<file path="src/rtl/hazard_ctrl.sv">
// Pipeline hazard controller for the 5-stage in-order core: forwarding selects,
// load-use / branch / memory-wait stalls and flushes, M-stage req/ack sequencing.
module hazard_ctrl #(
  parameter int MAX_WAIT = 16,
  parameter int CNT_W    = 32
) (
  input  logic             clk,
  input  logic             rst,
  input  logic [4:0]       rs1d,
  input  logic [4:0]       rs2d,
  input  logic [4:0]       rs1e,
  input  logic [4:0]       rs2e,
  input  logic [4:0]       rde,
  input  logic [1:0]       rsltSrce,
  input  logic             pcSrce,
  input  logic [4:0]       rdm,
  input  logic             regWrtm,
  input  logic             memRdm,
  input  logic             memWrtm,
  input  logic [4:0]       rdw,
  input  logic             regWrtw,
  input  logic             dAck,
  output logic             dReq,
  output logic             stallF,
  output logic             stallD,
  output logic             stallE,
  output logic             stallM,
  output logic             flushD,
  output logic             flushE,
  output logic             flushW,
  output logic [1:0]       fwdAe,
  output logic [1:0]       fwdBe,
  output logic             memErr,
  output logic [CNT_W-1:0] stallCycles
);

  typedef enum logic [0:0] {
    IDLE = 1'b0,
    WAIT = 1'b1
  } state_t;

  localparam int             WCW      = $clog2(MAX_WAIT + 1);
  localparam logic [WCW-1:0] WAIT_MAX = WCW'(MAX_WAIT);

  state_t           state_r;
  state_t           stateNext_s;
  logic [WCW-1:0]   waitCnt_r;
  logic [WCW-1:0]   waitCntNext_s;
  logic             memOp_s;
  logic             memStall_s;
  logic             lwStall_s;

  // M-stage result has priority over W-stage; x0 is never forwarded.
  function automatic logic [1:0] fwdSel(
    input logic [4:0] src,
    input logic [4:0] rdM,
    input logic       wrM,
    input logic [4:0] rdW,
    input logic       wrW
  );
    logic [1:0] sel;
    if (wrM && (rdM != 5'd0) && (rdM == src)) begin
      sel = 2'b10;
    end else if (wrW && (rdW != 5'd0) && (rdW == src)) begin
      sel = 2'b01;
    end else begin
      sel = 2'b00;
    end
    return sel;
  endfunction

  // Hazard detection and combinational stall/flush/forward outputs.
  always_comb begin
    memOp_s    = memRdm | memWrtm;
    memStall_s = memOp_s & ~dAck;
    lwStall_s  = (rsltSrce == 2'b01) && (rde != 5'd0) &&
                 ((rde == rs1d) || (rde == rs2d));
    dReq   = 1'b0;
    stallF = 1'b0;
    stallD = 1'b0;
    stallE = 1'b0;
    stallM = 1'b0;
    flushD = 1'b1;
    flushE = 1'b1;
    flushW = 1'b1;
    fwdAe  = 2'b00;
    fwdBe  = 2'b00;
    if (rst) begin
      dReq = 1'b0;
    end else begin
      dReq   = memOp_s;
      fwdAe  = fwdSel(rs1e, rdm, regWrtm, rdw, regWrtw);
      fwdBe  = fwdSel(rs2e, rdm, regWrtm, rdw, regWrtw);
      // A memory freeze holds E intact so its branch/load acts on release.
      stallF = memStall_s | (lwStall_s & ~pcSrce);
      stallD = memStall_s | (lwStall_s & ~pcSrce);
      stallE = memStall_s;
      stallM = memStall_s;
      flushW = memStall_s;
      flushD = ~memStall_s & pcSrce;
      flushE = ~memStall_s & (pcSrce | lwStall_s);
    end
  end

  // Next-state logic for the memory access sequencer and its wait counter.
  always_comb begin
    stateNext_s   = state_r;
    waitCntNext_s = waitCnt_r;
    case (state_r)
      IDLE: begin
        waitCntNext_s = {WCW{1'b0}};
        if (memStall_s) begin
          stateNext_s = WAIT;
        end else begin
          stateNext_s = IDLE;
        end
      end
      WAIT: begin
        if (waitCnt_r != WAIT_MAX) begin
          waitCntNext_s = waitCnt_r + {{(WCW-1){1'b0}}, 1'b1};
        end else begin
          waitCntNext_s = waitCnt_r;
        end
        // A withdrawn request (M flushed or replaced) also ends the wait.
        if (dAck || !memOp_s) begin
          stateNext_s = IDLE;
        end else begin
          stateNext_s = WAIT;
        end
      end
      default: begin
        stateNext_s   = IDLE;
        waitCntNext_s = {WCW{1'b0}};
      end
    endcase
  end

  // State, wait counter and sticky timeout flag.
  always_ff @(posedge clk) begin
    if (rst) begin
      state_r   <= IDLE;
      waitCnt_r <= {WCW{1'b0}};
      memErr    <= 1'b0;
    end else begin
      state_r   <= stateNext_s;
      waitCnt_r <= waitCntNext_s;
      if ((state_r == WAIT) && (waitCntNext_s == WAIT_MAX)) begin
        memErr <= 1'b1;
      end else begin
        memErr <= memErr;
      end
    end
  end

  // Saturating debug count of front-end stall cycles.
  always_ff @(posedge clk) begin
    if (rst) begin
      stallCycles <= {CNT_W{1'b0}};
    end else if (stallF && (stallCycles != {CNT_W{1'b1}})) begin
      stallCycles <= stallCycles + {{(CNT_W-1){1'b0}}, 1'b1};
    end else begin
      stallCycles <= stallCycles;
    end
  end

endmodule

</file>
<file path="config.mk">
export PLATFORM = sky130hd
export DESIGN_NAME = hazard_ctrl
export DESIGN_NICKNAME = d
export VERILOG_FILES = /design/src/rtl/hazard_ctrl.sv
export SDC_FILE = /design/constraint.sdc
export NUM_CORES = 1
export LEC_CHECK = 0
export ABC_AREA = 1
export ABC_CLOCK_PERIOD_IN_PS = 5570
export BUFFER_PORTS_ARGS = -buffer_cell sky130_fd_sc_hd__buf_2
export CAP_MARGIN = 40
export CORE_UTILIZATION = 35
export DETAILED_ROUTE_END_ITERATION = 10
export GPL_TIMING_DRIVEN = 0
export SLEW_MARGIN = 10
export SYNTH_ARGS = -nofsm -noshare
export SYNTH_HDL_FRONTEND = slang
export SYNTH_SLANG_ARGS = --single-unit
</file>
<file path="constraint.sdc">
create_clock -name clk -period 5.57 [get_ports clk]
set_input_delay 0.2785 -clock clk [delete_from_list [all_inputs] [get_ports clk]]
set_output_delay 0.2785 -clock clk [all_outputs]
set_load 0.02 [all_outputs]
</file>
==> results of run 1 <==
-- placed cells by master (no fill, tap or decap), drive strengths merged, types with 2 or more instances in the layout --
master | Yosys | routed
a21oi | 37 | 37
buf | 8 | 97
bufinv | 0 | 2
clkbuf | 7 | 13
dfxtp | 39 | 39
ha | 3 | 3
inv | 44 | 44
nand2 | 142 | 142
nand3 | 50 | 50
nand3b | 7 | 7
nand4 | 6 | 6
nor2 | 68 | 68
nor3 | 12 | 12
nor4 | 3 | 3
o21ai | 3 | 3
xnor2 | 15 | 15
xor2 | 24 | 24
-- stage by stage --
| stage | power, µW | utilization, % | std cells | instance area (µm²) | worst slack [ps] |
|---|---|---|---|---|---|
| after floorplan | 338.2 | - | 474 | 2883 | 3635 |
| after global placement | 374.3 | 44.04 | 665 | 3456 | 3371 |
| after detailed placement | 375.7 | 44.04 | 665 | 3456 | 3366 |
| after CTS | 662.0 | 45.73 | 673 | 3588 | 3330 |
| after global routing | 683.5 | 45.73 | 673 | 3588 | 3091 |
| final | 655.5 | 45.73 | 673 | 3588 | 3355 |
-- critical path, stage by stage, from the launching register on --
cell and delay (ps):
dfxtp_1 480, ha_1 300, nand3_2 170, inv_2 120, nand2_2 90, nor3_2 180
nand4_1 190, clkbuf_1 310, nand3_1 170, a21oi_1 70
-- cells by family after synthesis --
| family | Yosys count | share of synthesized area, % |
|---|---|---|
| adder cells (fa/ha/maj) | 3 | 1.302 |
| AND/OR/NAND/NOR | 289 | 42.62 |
| flip-flops | 39 | 27.08 |
| XOR/XNOR | 39 | 11.85 |
| AO/OA/AOI/OAI | 45 | 8.290 |
| buffers and inverters | 59 | 8.854 |
-- routing by layer --
layer  wire length [µm]  vias to the layer above  share of wire [%]  global-route usage, %
met5                  0                        -                  0                      0
li1                   -                     1706                  -                      -
met4                172                        0                2.1                  6.410
met2               3749                      101                 45                  34.01
met1               3799                     1442                 46                  25.20
met3                520                       16                6.3                  4.269
-- power by group through the flow --
| stage | logic (µW) | clock network, µW | registers [µW] |
|---|---|---|---|
| 3_5_place_dp | 86.9 | 0 | 289 |
| 2_1_floorplan | 49.4 | 0 | 289 |
| 3_3_place_gp | 85.6 | 0 | 289 |
| 4_1_cts | 87.1 | 293 | 282 |
| 6_report | 86.2 | 287 | 282 |
| 5_1_grt | 95.8 | 305 | 283 |
-- flip-flops by register name (all words and copies together) (netlist names) --
register,flops
memErr,1
stallCycles,32
state_r,1
waitCnt_r,5
-- worst paths after layout --
check                               startpoint             end  slack, ps  depth (start not counted)
worst max-delay path            stallCycles[0]  stallCycles[4]       3350                          9
worst min-delay path                      dAck         state_r        270                          4
worst max register to register  stallCycles[0]  stallCycles[4]       3350                          9
worst min register to register          memErr          memErr        470                          2
-- area by class of cell --
type	count	share of cell area [%]
inverter	44	4.603
multi-input combinational	376	51.46
tap	102	3.556
timing repair buffer	89	12.41
buffer	15	2.510
clock buffer	6	2.022
clock inverter	2	1.674
sequential	39	21.76
==> impl_results.md, run 1 <==
* Status: finished, final reports clean
* Part of the power in registers at a little over two fifths
* Seq/Total Area, Yosys at a little over a quarter
* Initial core utilization at 36.73%
* RSZ-0062 raised after global routing: no
* Hold WS at 266.1 ps
* Ys async rst share at 0%
* FF+latch count, synth at 39
* Overall Global Routing Usage at 20.05%
* Area contributors post-synth: dfxtp_1 27%, nand2_1 18%, nor2_1 8.9%, nand3_1 8.5%, xor2_1 7.3%
* Sequential cell area at 780.7 µm²
* Pwr dens at 182.7 mW/mm²
* Input/output buffers at 89
* Grt total ovfl at 0
* CP required at about 5700 ps
* Clk sinks at 39
* Worst hold path type: in -> reg
* Post-route ant nets at 0
* Area of the multi-input gates at 0.001847 mm²
* Clk pwr share at 43.8%
* Count of flip-flops with a built-in enable after synthesis at 0
* GP Congestion at 0.8796
* Post-CTS setup buffers at 0
* DR vias at 3,265
* Worst Path Max Fanout at 10
* Count leader, synth: nand2_1
* Post-Synthesis Cells at around 470
* Area growth syn-to-layout at 24.48%
* Dominant synthesized flop cell: dfxtp_1
* Routed WL per cell at 12.25 µm
* Netlist cell types at 28
* Clock root buffer: clkbuf_8
* Largest net degree at the start of global routing at 13
* Io pins at 90
* First DRT Iteration DRCs at 141
* Critical path type: reg -> reg
* Antenna violations before repair at 0
* Core Footprint at 0.007848 mm²
* Die Width at 92.76 µm
* Clock buffer depth at 2
* Post-route minimum period at 2215 ps
* Worst Setup End Kind: flip-flop
* Latest clock arrival within the worst-skew pair at 300 ps
* Fillers at 892
* Commonest cells post-synth: 140 x nand2_1, 68 x nor2_1, 49 x nand3_1
* Worst Path Arrival at 2380 ps
* ANT cells at 0
* Avg Inst Size Synth at 6.082 µm²
* Setup TNS at 0 ps
* CTS resizes at 0
* Vias per Instance at 4.851
* Top-area cell type share of the netlist area at 27.08%
* # DRC at 0
* Synthesized area at 0.002883 mm²
* Post-CTS Hold Buffers at 0
* Post-DP HPWL at 6742 µm
* Max-cap check violation count at 0
* Post-Route WL at between 8000 and 9000 µm
* Final max-slew violation count at 0
* CTS tree: yes
* First-pass GRT wire length at 13,740 µm
* Synthesized net count at 522
* Actual slew at the worst max-slew pin at just over 600 ps
* Row cnt at 32
* TritonRoute pass-1 iters at 4
* Ys Warns at 0
* Synth area leader: dfxtp_1
* Layout cells sized above 1 at 19.26%
* Fin nets at 618
* Vias in the first global route at 3,039
* DIE HEIGHT at roughly 90 µm
* Final hold vios at 0
* Maximum VDD drop at ~0.11 mV
* Maximum clock rate at 451.4 MHz
* Pleak at 0.001631 µW
* Clk pin slew, worst setup/hold paths at 80 ps
* CTS buffer count at 5
* Final period utilization at 39.77%
* Logic pwr share at between 10% and 20%
* Final setup vio count at 0
* Final Skew at roughly 13 ps
* Rel. slew slack at between 50% and 60%
* Sw power at 160.6 µW
* Internal at between 400 and 500 µW
* Die area at 0.008603 mm²
* H-tree Lvls at 2
* Fraction of power spent switching nets at 24.50%
* Setup crit start kind: flip-flop
Power figures use the tool's default switching activity.
==> run 2, diff against run 1 <==
Settings changed: ABC_CLOCK_PERIOD_IN_PS 5570 to 1820.
Clock period 5.57 ns to 1.82 ns, I/O delays scaled along.
==> run 2 against run 1 <==
  * Sequential share of layout area is 0.64 points lower
  * Critical path type unchanged
  * Largest power group is now registers
  * Fmax is 23% higher
  * Core utilization is 3.2 points higher
  * Highest routed layer unchanged
  * Critical path depth is 2 lower
==> impl_results.md, run 2 (synthesis gave the netlist of run 1 again) <==
* Non-filler cells, final at 685 (+1.8%)
* Number of flip-flops in the largest register at 32 (unchanged)
* Worst hold path type: in -> reg
* RSZ-0062 raised after global routing: yes
* Antenna violations before repair at 0 (unchanged)
* Max-cap check violation count at 0 (unchanged)
* Commonest non-fill, non-tap cells in the layout: 135 x nand2_1, 94 x buf_2, 65 x nor2_1
* Clk sinks at 39 (unchanged)
* Fin nets at 630 (+1.9%)
* Largest delay share family, worst path: simple AND/OR/NAND/NOR gates
* Post-DP HPWL at 6735 µm (about the same)
* Final Skew at 8.841 ps (-4.010 ps)
* Placed Cells at 665 (unchanged)
* Initial core utilization at 36.73% (unchanged)
* Clock buffer depth at 2 (unchanged)
* First-pass GRT wire length at 14,440 µm (+5.1%)
* Post-route ant nets at 0 (unchanged)
* Grt total ovfl at 0 (unchanged)
* Biggest registers after layout: stallCycles: 32 flops, waitCnt_r: 5 flops
* Most common cell after layout, fill and taps aside: nand2_1
* Maximum clock rate at 553.3 MHz (+23%)
* Vias in the first global route at 3,148 (+3.6%)
* CTS tree: yes
* CP required at 2040 ps (-3700 ps)
* # DRC at 0 (unchanged)
* Area growth syn-to-layout at 33.16%
* Post-CTS Hold Buffers at 0 (unchanged)
* Pleak at 0.001752 µW (+7.4%)
* First DRT Iteration DRCs at 176 (+25%)
* Status: finished, final reports clean
* Power, Total at 1905 µW (+190%)
* Hold WS at 80.72 ps (-185.4 ps)
* Post-Route WL at 8795 µm (+6.7%)
* Final setup vio count at 0 (unchanged)
* Clock root buffer: clkbuf_8
* Cell Chain, Critical Path: nand3_2 -> nor3_4 -> nand4_1 -> nand2_4 -> buf_6 -> nand2_2 -> a21oi_2
* Actual slew at the worst max-slew pin at 667.2 ps (+50.62 ps)
* Pwr dens at 496.3 mW/mm² (+170%)
* Final period utilization at 99.31% (+60 points)
* DR vias at 3,395 (+4.0%)
* TritonRoute pass-1 iters at 5 (+1)
* Largest net degree at the start of global routing at 13 (unchanged)
* GP Congestion at 0.8858 (+0.70%)
* Io pins at 90 (unchanged)
* Die area at 0.008603 mm² (unchanged)
* Worst Path Max Fanout at 6 (-4)
* Latest clock arrival within the worst-skew pair at 290 ps (about the same)
* Maximum VDD drop at 0.2723 mV (+140%)
* Final max-slew violation count at 0 (unchanged)
* Largest Register: stallCycles
* Rel. slew slack at 55.52% (-3.1 points)
* DIE HEIGHT at 92.76 µm (unchanged)
* Row cnt at 32 (unchanged)
* Dpl ws at -272.9 ps (-3639 ps)
* ANT cells at 0 (unchanged)
* Crit path largest cell delay at 470 ps (about the same)
* Post-route minimum period at 1807 ps (-407.7 ps)
* H-tree Lvls at 2 (unchanged)
* Critical path type: reg -> reg
* Routed WL per cell at 12.84 µm (+4.9%)
* Setup ws final at 12.57 ps (-3342 ps)
* Final hold vios at 0 (unchanged)
* CTS buffer count at 5 (unchanged)
* Clk pin slew, worst setup/hold paths at 80 ps (about the same)
* Worst Setup End Kind: flip-flop
* Vias per Instance at 4.956 (+2.2%)
* Worst Path Buf+Inv at 1 (-1)
* Setup crit start kind: flip-flop
* Worst Path Arrival at 2030 ps (-350 ps)
* Input/output buffers at 89 (unchanged)
* Slowest CP cell: dfxtp_1
* Overall Global Routing Usage at 20.85% (+0.80 points)
* Core Footprint at 0.007848 mm² (unchanged)
* Layout cells sized above 1 at 28.30% (+9.0 points)
* Die Width at 92.76 µm (unchanged)
-- run 2: cell types whose count changed in the layout (fill, tap and decap cells not counted), moves of 5 or more --
cell	change
a21oi_1	-10
a21oi_2	+10
buf_4	+9
dfxtp_1	-16
dfxtp_2	+12
nand2_1	-5
-- run 2: tightest hold or removal path: cells and delay by family --
kind            cells  cell delay, ps
compound gates      1              30
buf+inv             2             160
simple gates        1              50
-- run 2: path summary, 6_finish.rpt --
check	cells after the start	startpoint	end	slack (ps)
min	4	dAck	state_r	80
max reg2reg	7	stallCycles[24]	stallCycles[27]	10
max	7	stallCycles[24]	stallCycles[27]	10
min reg2reg	2	memErr	memErr	470
-- run 2: stage by stage --
step	utilization, %	area (µm²)	setup TNS [ps]
finish	48.92	3839	0
global route	48.92	3839	-2192
CTS	46.95	3685	0
detailed placement	44.07	3458	-7864
global placement	44.07	3458	-8426
floorplan	-	2885	0
-- run 2: metal layers --
layer / global-route usage [%] / wire length [µm] / vias up
met5: 0 / 0 / -
met4: 6.410 / 174 / 0
met3: 4.187 / 525 / 15
met2: 36.11 / 4144 / 106
met1: 25.86 / 3950 / 1535
li1: - / - / 1739
-- run 2: repair_timing --
item                       CTS  global route
gates resized for setup     25            36
setup endpoints to repair   32            34
pin swaps                    3             9
buffers inserted             3             6
gates cloned                 3             0
-- run 2: power by group --
group	total (µW)	internal, µW	switching, µW	leakage [µW]
sequential	857	852	4.75	0.000324
combinational	289	121	169	0.00137
clock	759	444	315	0.0000612
-- run 2: final cells by class --
cell class / count / area (µm²)
Inverter: 44 / 167.7
Sequential cell: 39 / 810.8
Timing Repair Buffer: 101 / 546.8
Tap cell: 102 / 127.6
Buffer: 15 / 96.34
Fill cell: 854 / 4009
Clock buffer: 6 / 82.58
Clock inverter: 2 / 35.03
Multi-Input combinational cell: 376 / 1972
==> run 3, diff against run 2 <==
Settings changed: CELL_PAD_IN_SITES_DETAIL_PLACEMENT from default to 0, CELL_PAD_IN_SITES_GLOBAL_PLACEMENT from default to 1, CORE_UTILIZATION 35 to 31, PLACE_DENSITY_LB_ADDON from default to 0.1.
==> run 3 against run 2 <==
  * The flow now finishes with violations (negative setup slack)
  * Largest cell class unchanged
  * Clock-buffer cell count shrank 1
  * Non-clock buffer count shrank 2
  * Power grew 6.0%
  * Critical path depth grew 2
  * Highest routed layer unchanged
==> impl_results.md, run 3 (synthesis gave the netlist of run 1 again) <==
* Max-cap check violation count at 0 (unchanged)
* Hold EP: state_r
* Failing checks: negative setup slack
* First-pass GRT wire length at 14,890 µm (+3.1%)
* Vias per Instance at 4.821 (-2.7%)
* CTS tree: yes
* Worst Setup End Kind: flip-flop
* Maximum VDD drop at 0.3129 mV (+15%)
* Io pins at 90 (unchanged)
* Fin nets at 628 (-0.32%)
* Commonest non-fill, non-tap cells in the layout: 130 x nand2_1, 93 x buf_2, 64 x nor2_1
* Pwr dens at 515.8 mW/mm² (+3.9%)
* Largest net degree at the start of global routing at 14 (+1)
* Final max-slew violation count at 0 (unchanged)
* Die area at 0.009688 mm² (+13%)
* Input/output buffers at 89 (unchanged)
* Layout cells sized above 1 at 30.98% (+2.7 points)
* R2R setup slack at -1 ps (about the same)
* DR vias at 3,322 (-2.2%)
* Maximum clock rate at 549.1 MHz (-0.76%)
* Worst hold path type: in -> reg
* Worst Path Arrival at 2040 ps (about the same)
* First DRT Iteration DRCs at 120 (-32%)
* Vias in the first global route at 3,244 (+3.0%)
* R2r startpoint: stallCycles[15]
* # DRC at 0 (unchanged)
* Antenna violations before repair at 0 (unchanged)
* Latest clock arrival within the worst-skew pair at 300 ps (about the same)
* Most common cell after layout, fill and taps aside: nand2_1
* Power, Total at 2019 µW (+6.0%)
* Clk sinks at 39 (unchanged)
* Worst setup path startpoint: stallCycles[15]
* Setup crit start kind: flip-flop
* RSZ-0062 raised after global routing: yes
* Actual slew at the worst max-slew pin at 652.0 ps (-15.23 ps)
* Rel. slew slack at 56.53% (+1.0 points)
* Hold path depth at 4 (unchanged)
* Pleak at 0.001748 µW (-0.26%)
* Post-Route WL at 9081 µm (+3.3%)
* Final Skew at 6.859 ps (-1.982 ps)
* TritonRoute pass-1 iters at 6 (+1)
* Reg2reg end: stallCycles[3]
* Hold WS at 120.3 ps (+39.55 ps)
* H-tree Lvls at 2 (unchanged)
* CTS buffer count at 5 (unchanged)
* Worst Path Max Fanout at 6 (unchanged)
* Initial core utilization at 32.58% (-4.2 points)
* Status: finished, violations left
* Routed WL per cell at 13.18 µm (+2.7%)
* Row cnt at 34 (+6.3%)
* Final period utilization at 100.1% (+0.76 points)
* Largest Register: stallCycles
* Clk pin slew, worst setup/hold paths at 80 ps (about the same)
* Final setup vio count at 2 (+2)
* CP required at 2040 ps (about the same)
* ANT cells at 0 (unchanged)
* Setup ws final at -1.221 ps (-13.79 ps)
* Grt total ovfl at 0 (unchanged)
* Hold_sp: dAck
* Post-DP HPWL at 7132 µm (+5.9%)
* Number of flip-flops in the largest register at 32 (unchanged)
* GP Congestion at 0.8681 (-2.0%)
* Clock root buffer: clkbuf_8
* Critical path type: reg -> reg
* Clock buffer depth at 2 (unchanged)
* Overall Global Routing Usage at 19.09% (-1.8 points)
* Post-route ant nets at 0 (unchanged)
* Area growth syn-to-layout at 35.81%
* Post-route minimum period at 1821 ps (+13.79 ps)
* Die Width at 98.43 µm (+6.1%)
* Reg2Reg Depth at 9 (+2)
* DIE HEIGHT at 98.43 µm (+6.1%)
* Core Footprint at 0.008848 mm² (+13%)
* Final hold vios at 0 (unchanged)
* Biggest registers after layout: stallCycles: 32 flops, waitCnt_r: 5 flops
-- run 3: cell type report --
| type | count | area (µm²) |
|---|---|---|
| Buffer | 15 | 96.34 |
| Multi-Input combinational cell | 376 | 2021 |
| Fill cell | 996 | 4933 |
| Timing Repair Buffer | 99 | 531.8 |
| Clock inverter | 3 | 67.56 |
| Tap cell | 108 | 135.1 |
| Clock buffer | 5 | 68.82 |
| Inverter | 44 | 170.2 |
| Sequential cell | 39 | 824.5 |
-- run 3: metrics by stage --
step,cells,setup slack [ps],setup TNS [ps],instance area [µm²],util (%)
after CTS,686,17.29,0,3744,42.31
after global placement,671,-347.3,-10290,3466,39.17
after floorplan,474,4.658,0,2885,-
final,689,-1.221,-1.518,3915,44.24
after detailed placement,671,-321.2,-9406,3466,39.17
after global routing,689,-80.27,-1789,3915,44.24
-- run 3: timing repair --
| action | CTS | global route |
|---|---|---|
| hold buffers | 0 | 0 |
| pin swaps | 3 | 11 |
| gates resized for setup | 33 | 50 |
| buffers inserted | 4 | 3 |
| cloned | 3 | 0 |
| endpoints found under the setup margin | 32 | 34 |
-- run 3: power breakdown --
| group | internal, µW | total [µW] | switching [µW] |
|---|---|---|---|
| combinational | 122 | 296 | 174 |
| sequential | 844 | 849 | 4.62 |
| clock | 547 | 874 | 327 |
-- run 3: how the worst max path moves through the flow --
stage                            to  cells past startpoint
CTS                 stallCycles[26]                      9
detailed placement   stallCycles[5]                      9
finish               stallCycles[3]                      9
floorplan            stallCycles[0]                      9
global placement     stallCycles[2]                      9
global route        stallCycles[26]                      9
-- run 3: worst max-delay path, stage by stage, from the launching register on --
cell and delay, ps:
dfxtp_4 390, inv_4 50, nor3_4 200, nand2_1 110, nor3_2 180, nand4_1 250
nand2_4 240, buf_6 160, nand2_1 60, a21oi_2 110
-- run 3: metal layers --
layer | vias up | part of all wire, % | track usage (%)
li1 | 1730 | - | -
met1 | 1488 | 45 | 21.79
met2 | 93 | 48 | 36.19
met3 | 11 | 5.6 | 4.113
met4 | 0 | 1.3 | 4.248
met5 | - | 0 | 0
